$ cat src/rtl/forward_ctrl_if.sv
`default_nettype none
// ============================================================================
//  Module   : forward_ctrl_if
//  Purpose  : Bundles the decode-stage operand/producer information and the
//             forwarding/stall results exchanged with forward_ctrl.
//  Ports    : valid_ID, rs1_ID, rs2_ID, rs1_used_ID, rs2_used_ID, rd_ID,
//             wrReg_ID, isLoad_ID, flush        (decode side -> controller)
//             reg_forward_sel1, reg_forward_sel2, stall,
//             stall_count                       (controller -> pipeline)
//  Modports : master drives decode info, slave is the controller.
//  Revision : 1.0 - initial release
// ============================================================================
interface forward_ctrl_if #(
   parameter int REG_BITS = 4,
   parameter int CNT_BITS = 16
);
   logic                valid_ID;
   logic [REG_BITS-1:0] rs1_ID;
   logic [REG_BITS-1:0] rs2_ID;
   logic                rs1_used_ID;
   logic                rs2_used_ID;
   logic [REG_BITS-1:0] rd_ID;
   logic                wrReg_ID;
   logic                isLoad_ID;
   logic                flush;
   logic [1:0]          reg_forward_sel1;
   logic [1:0]          reg_forward_sel2;
   logic                stall;
   logic [CNT_BITS-1:0] stall_count;

   modport master (
      output valid_ID, rs1_ID, rs2_ID, rs1_used_ID, rs2_used_ID,
             rd_ID, wrReg_ID, isLoad_ID, flush,
      input  reg_forward_sel1, reg_forward_sel2, stall, stall_count
   );

   modport slave (
      input  valid_ID, rs1_ID, rs2_ID, rs1_used_ID, rs2_used_ID,
             rd_ID, wrReg_ID, isLoad_ID, flush,
      output reg_forward_sel1, reg_forward_sel2, stall, stall_count
   );
endinterface
`default_nettype wire

$ cat src/rtl/forward_ctrl.sv
`default_nettype none
// ============================================================================
//  Module   : forward_ctrl
//  Purpose  : Operand-forwarding and load-use hazard controller for a
//             five-stage pipeline. Tracks the producers sitting in EX, MEM
//             and WB and picks the youngest one for each decode operand.
//  Ports    : clk      - rising-edge clock
//             reset_n  - asynchronous active-low reset
//             bus      - forward_ctrl_if.slave (decode info in, selects,
//                        stall and saturating stall counter out)
//  Revision : 1.0 - initial release
// ============================================================================
module forward_ctrl #(
   parameter int REG_BITS = 4,
   parameter int CNT_BITS = 16
) (
   input  logic          clk,
   input  logic          reset_n,
   forward_ctrl_if.slave bus
);

   localparam logic [1:0]          c_SEL_NONE = 2'd0;
   localparam logic [1:0]          c_SEL_EX   = 2'd1;
   localparam logic [1:0]          c_SEL_MEM  = 2'd2;
   localparam logic [1:0]          c_SEL_WB   = 2'd3;
   localparam logic [CNT_BITS-1:0] c_CNT_MAX  = '1;

   typedef struct packed {
      logic                v;
      logic                wr;
      logic                ld;
      logic [REG_BITS-1:0] rd;
   } slot_t;

   slot_t               r_slotEx;
   slot_t               r_slotMem;
   slot_t               r_slotWb;
   logic [CNT_BITS-1:0] r_stallCount;

   logic [1:0] w_sel1;
   logic [1:0] w_sel2;
   logic       w_loadUse1;
   logic       w_loadUse2;
   logic       w_stall;
   logic       w_issue;

   // Register 0 is hard-wired, so a "write" to it never produces a value.
   function automatic logic writesReg(input slot_t s, input logic [REG_BITS-1:0] r);
      return s.v && s.wr && (s.rd == r) && (r != '0);
   endfunction

   // Youngest producer first: EX beats MEM beats WB.
   function automatic logic [1:0] pickSource(
      input logic                valid,
      input logic                used,
      input logic [REG_BITS-1:0] r,
      input slot_t               ex,
      input slot_t               mem,
      input slot_t               wb
   );
      logic [1:0] sel;
      sel = c_SEL_NONE;
      if (valid && used) begin
         if (writesReg(ex, r))       sel = c_SEL_EX;
         else if (writesReg(mem, r)) sel = c_SEL_MEM;
         else if (writesReg(wb, r))  sel = c_SEL_WB;
      end
      return sel;
   endfunction

   always_comb begin
      w_sel1 = pickSource(bus.valid_ID, bus.rs1_used_ID, bus.rs1_ID,
                          r_slotEx, r_slotMem, r_slotWb);
      w_sel2 = pickSource(bus.valid_ID, bus.rs2_used_ID, bus.rs2_ID,
                          r_slotEx, r_slotMem, r_slotWb);

      // A load in EX has no data yet, so a dependent decode must wait one
      // cycle; by then the load sits in MEM and forwards normally.
      w_loadUse1 = bus.rs1_used_ID && r_slotEx.ld && writesReg(r_slotEx, bus.rs1_ID);
      w_loadUse2 = bus.rs2_used_ID && r_slotEx.ld && writesReg(r_slotEx, bus.rs2_ID);

      // A flush squashes the decode slot, so there is nothing to hold.
      w_stall = bus.valid_ID && !bus.flush && (w_loadUse1 || w_loadUse2);
      w_issue = bus.valid_ID && !bus.flush && !w_stall;
   end

   always_ff @(posedge clk or negedge reset_n) begin
      if (!reset_n) begin
         r_slotEx     <= '0;
         r_slotMem    <= '0;
         r_slotWb     <= '0;
         r_stallCount <= '0;
      end else begin
         r_slotWb  <= r_slotMem;
         r_slotMem <= r_slotEx;
         if (w_issue) begin
            r_slotEx <= '{v: 1'b1, wr: bus.wrReg_ID, ld: bus.isLoad_ID, rd: bus.rd_ID};
         end else begin
            r_slotEx <= '0;
         end
         if (w_stall && (r_stallCount != c_CNT_MAX)) begin
            r_stallCount <= r_stallCount + 1'b1;
         end
      end
   end

   // Slots are cleared asynchronously, so selects and stall fall to zero as
   // soon as reset asserts without any extra gating.
   assign bus.reg_forward_sel1 = w_sel1;
   assign bus.reg_forward_sel2 = w_sel2;
   assign bus.stall            = w_stall;
   assign bus.stall_count      = r_stallCount;

endmodule
`default_nettype wire

$ cat src/flat_wrapper.sv
// flat-port wrapper written by rule: the top's interface ports become plain ports
module forward_ctrl_flat 
#(
   parameter int REG_BITS = 4,
   parameter int CNT_BITS = 16
)
  (clk, reset_n, bus_valid_ID, bus_rs1_ID, bus_rs2_ID, bus_rs1_used_ID, bus_rs2_used_ID, bus_rd_ID, bus_wrReg_ID, bus_isLoad_ID, bus_flush, bus_reg_forward_sel1, bus_reg_forward_sel2, bus_stall, bus_stall_count);
  forward_ctrl_if #(.REG_BITS(REG_BITS), .CNT_BITS(CNT_BITS)) bus_i ();
  input  logic clk;
  input  logic reset_n;
  input wire logic [$bits(bus_i.valid_ID)-1:0] bus_valid_ID;
  input wire logic [$bits(bus_i.rs1_ID)-1:0] bus_rs1_ID;
  input wire logic [$bits(bus_i.rs2_ID)-1:0] bus_rs2_ID;
  input wire logic [$bits(bus_i.rs1_used_ID)-1:0] bus_rs1_used_ID;
  input wire logic [$bits(bus_i.rs2_used_ID)-1:0] bus_rs2_used_ID;
  input wire logic [$bits(bus_i.rd_ID)-1:0] bus_rd_ID;
  input wire logic [$bits(bus_i.wrReg_ID)-1:0] bus_wrReg_ID;
  input wire logic [$bits(bus_i.isLoad_ID)-1:0] bus_isLoad_ID;
  input wire logic [$bits(bus_i.flush)-1:0] bus_flush;
  output wire logic [$bits(bus_i.reg_forward_sel1)-1:0] bus_reg_forward_sel1;
  output wire logic [$bits(bus_i.reg_forward_sel2)-1:0] bus_reg_forward_sel2;
  output wire logic [$bits(bus_i.stall)-1:0] bus_stall;
  output wire logic [$bits(bus_i.stall_count)-1:0] bus_stall_count;
  assign bus_i.valid_ID = bus_valid_ID;
  assign bus_i.rs1_ID = bus_rs1_ID;
  assign bus_i.rs2_ID = bus_rs2_ID;
  assign bus_i.rs1_used_ID = bus_rs1_used_ID;
  assign bus_i.rs2_used_ID = bus_rs2_used_ID;
  assign bus_i.rd_ID = bus_rd_ID;
  assign bus_i.wrReg_ID = bus_wrReg_ID;
  assign bus_i.isLoad_ID = bus_isLoad_ID;
  assign bus_i.flush = bus_flush;
  assign bus_reg_forward_sel1 = bus_i.reg_forward_sel1;
  assign bus_reg_forward_sel2 = bus_i.reg_forward_sel2;
  assign bus_stall = bus_i.stall;
  assign bus_stall_count = bus_i.stall_count;
  forward_ctrl #(.REG_BITS(REG_BITS), .CNT_BITS(CNT_BITS)) u_core (.clk(clk), .reset_n(reset_n), .bus(bus_i));
endmodule
$ cat config.mk
export PLATFORM = sky130hd
export DESIGN_NAME = forward_ctrl_flat
export DESIGN_NICKNAME = d
export VERILOG_FILES = /design/src/rtl/forward_ctrl_if.sv /design/src/rtl/forward_ctrl.sv /design/src/flat_wrapper.sv
export SDC_FILE = /design/constraint.sdc
export NUM_CORES = 1
export LEC_CHECK = 0
export ABC_AREA = 1
export CAP_MARGIN = 20
export CELL_PAD_IN_SITES_DETAIL_PLACEMENT = 0
export CELL_PAD_IN_SITES_GLOBAL_PLACEMENT = 1
export CORE_MARGIN = 5
export CORE_UTILIZATION = 25
export CTS_CLUSTER_SIZE = 40
export DETAILED_ROUTE_END_ITERATION = 8
export PLACE_DENSITY = 0.68
export SYNTH_ARGS = -nofsm -noshare
export SYNTH_HDL_FRONTEND = slang
export SYNTH_SLANG_ARGS = --single-unit
$ cat constraint.sdc
create_clock -name clk -period 1.9 [get_ports clk]
set_input_delay 0.285 -clock clk [delete_from_list [all_inputs] [get_ports clk]]
set_output_delay 0.285 -clock clk [all_outputs]
set_load 0.005 [all_outputs]
==> flow_metrics.tcl <==
set metrics [dict create \
    synth_area_sq_um 2113 \
    clock-sinks 35 \
    cts_root_buffer "clkbuf_8" \
    path_max_fanout 4 \
    crit_chain "nand2_1, o21ai_0, nor3_1, nand4_1, nand2_1, a21oi_2, buf_2" \
    critical_path.startpoint "u_core.r_slotMem[2]$_DFF_PN0_" \
    grt_pass1_vias 2152 \
    cts_tree "yes" \
    r2r_slack_ns 0.19 \
    final_core_util 0.3610 \
    cts_buffers 5 \
    dieArea_sq_um 10390 \
    crit_buf_inv 1 \
    gp_congestion 0.8366 \
    core_sq_um 8217 \
    hold_end "u_core.r_slotWb[5]$_DFF_PN0_" \
    start_util 0.2572 \
    hp-class "flop to flop" \
    die_x_um 101.9 \
    clock_latency_ns 0.29 \
    ff2ff_path_depth 10 \
    cp-end-kind "primary output" \
    path_common_cell "nand2_1" \
    slowest_stage "dfrtp_1" \
    max_freq_mhz 527.4 \
    via_per_inst 4.404 \
    post-place-cells 457 \
    finalHoldViolCount 0 \
    max_slew_margin 0.7045 \
    max_stage_delay_ns 0.42 \
    vias 2070 \
    arrival_ns 1.61 \
    diodes 0 \
    path_delay_family "simple AND/OR/NAND/NOR gates" \
    grt_max_degree 36 \
    overflow 0 \
    ir_worst_vdd_v 0.0002303 \
    r2r_start "u_core.r_slotEx[3]$_DFF_PN0_" \
    worstPathRequired_ns 1.62 \
    fin_crit_sh 0.9980 \
    grt_pass1_wl_um 10020 \
    clockPowerShare 0.363 \
    ys_seq_elements 35 \
    fp.dieH_um 101.9 \
    rsz0062_at_grt "yes" \
    routed_wl_um 6024 \
    io_pins 41 \
    r2r_end "u_core.bus.stall_count[11]$_DFFE_PN0P_" \
    p_sw_frac 0.2679 \
    drv_slew 0 \
    hpwl_um 4447 \
    p_comb_frac 0.123 \
    total_leakage_power_nw 1.447 \
    avgSynthCellArea_sq_um 7.213 \
    seq_area_frac_synth 0.4144 \
    port_buffers 40 \
    drt_iter0_markers 37 \
    drive_above_1_share 0.2055 \
    synthToLayoutAreaGrowth_pct 40.38 \
    grt_usage 0.1225 \
    p_seq_frac 0.514 \
    status "completed" \
    p_int_mw 1.101 \
    hold_path_depth 0 \
    hold_buffers 0 \
    power_switching_mw 0.4028 \
    wl_per_cell_um 12.82 \
    drt_pass1_iterations 4 \
    holdCritStartpoint "u_core.r_slotMem[5]$_DFF_PN0_" \
    setup_viol 0 \
    drv_cap 0 \
    cts_max_level 2 \
    cts_buffer_depth 2 \
    nets 385 \
    cts.clk_slew.worst_paths_ns 0.08 \
    layout_setup_ws_ns 0.003743 \
    syn_inst 293 \
    synth_warnings 0 \
    pre_cts_slack_ns -0.5123 \
    start_kind "flop" \
    layout.cells.non_filler 470 \
    period_minus_slack_ns 1.896 \
    worst_pin_slew_ns 0.4432 \
    drc_errors 0 \
    power.density_nw_per_um2 506.9 \
    std_cell_rows 33 \
    ys_types 24 \
    path_class "flop to primary output" \
    synth_nets 314 \
    finClkSkew_ns 0.008085 \
    antenna_left 0 \
    antenna_found_initial 0 \
    fill_cells 867 \
]
worst register-to-register path, stage by stage (launching register included):
cell	delay, ns
dfrtp_1	0.43
buf_6	0.13
nand2_1	0.06
nand2_1	0.06
nor2_2	0.10
nand4_1	0.16
nand2_4	0.09
buf_4	0.25
nand3_4	0.18
nand2_1	0.11
nand2_1	0.05
final cells by class:
class                           instances  area [sq um]  share of cell area
Multi-Input combinational cell        217          1147              0.3868
Timing Repair Buffer                   67         584.3              0.1970
Clock inverter                          2         12.51            0.004218
Sequential cell                        35         875.8              0.2952
Clock buffer                            6         72.57             0.02446
Inverter                               38         142.6             0.04808
Tap cell                              105         131.4             0.04429
cells in the final DEF, fill, tap and decap left out, types with 8 or more instances in the layout:
cell / netlist / final
nand2_1: 103 / 102
dfrtp_1: 35 / 35
inv_1: 32 / 30
nor2_1: 32 / 30
clkdlybuf4s50_1: 0 / 27
buf_4: 1 / 25
nand4_1: 20 / 20
xnor2_1: 10 / 10
inv_2: 6 / 8
nand3_1: 11 / 8
dlygate4sd2_1: 0 / 8
repair_timing:
item | 4_1_cts | 5_1_grt
pin swaps | 10 | 15
setup endpoints to repair | 5 | 20
cloned | 0 | 1
resized for setup | 37 | 12
buffers inserted | 2 | 2
cell usage after synthesis, drive strengths merged:
library cell,n,share of area
xnor2,10,0.041
nand4,22,0.075
buf,4,0.014
dfrtp,35,0.41
nand3,13,0.039
nor2,38,0.077
xor2,6,0.025
or2,1,0.0030
a21oi,8,0.019
ha,1,0.0059
inv,38,0.067
nor3,4,0.0095
o21ai,9,0.021
nand2,104,0.19
worst max path at each step:
| stage | endpoint | slack (ns) | cells past startpoint |
|---|---|---|---|
| after floorplan | u_core.bus.stall_count[15]$_DFFE_PN0P_ | 0.39 | 7 |
| final | bus_reg_forward_sel2[0] | 0.004 | 7 |
| after global routing | bus_stall | -0.16 | 9 |
| after detailed placement | bus_stall | -0.51 | 10 |
| after global placement | bus_reg_forward_sel2[1] | -0.52 | 8 |
| after CTS | bus_stall | -0.03 | 9 |
per-layer routing:
| metal | global-route usage | wire length, um | vias up |
|---|---|---|---|
| li1 | - | - | 1068 |
| met1 | 0.1498 | 2704 | 949 |
| met2 | 0.2123 | 2929 | 45 |
| met3 | 0.03140 | 303 | 8 |
| met4 | 0.03734 | 87 | 0 |
| met5 | 0 | 0 | - |
registers in the layout, summed over array words and instances (netlist names):
register                cells
u_core.r_slotEx             7
u_core.bus.stall_count     16
u_core.r_slotMem            6
u_core.r_slotWb             6
stage by stage:
stage	instance area (sq um)	power, mW	hold WS [ns]	setup TNS, ns
3_3_place_gp	2801	0.9650	0.3589	-6.246
2_1_floorplan	2113	0.8550	-0.01059	0
3_5_place_dp	2801	0.9652	0.3657	-6.229
5_1_grt	2967	1.580	0.3895	-0.3753
4_1_cts	2922	1.523	0.3813	-0.03068
6_report	2967	1.504	0.3866	0
power groups by stage:
stage | Sequential (mW) | Clock [mW] | Combinational (mW)
after floorplan | 0.785 | 0 | 0.0701
after global placement | 0.788 | 0 | 0.177
after detailed placement | 0.788 | 0 | 0.177
after CTS | 0.774 | 0.568 | 0.181
after global routing | 0.776 | 0.593 | 0.211
final | 0.774 | 0.546 | 0.185
logic make-up (layout without fill, tap and decap cells):
group,count (synthesis),in the layout,share of synthesized area
AOI/OAI and AO/OA,17,17,0.04026
and+or+nand+nor,182,183,0.3920
buffers and inverters,42,113,0.08112
adders and majority gates,1,1,0.005920
xor gates and xnor gates,16,16,0.06631
DFF,35,35,0.4144
No activity file was read; power rests on OpenSTA's default activity.
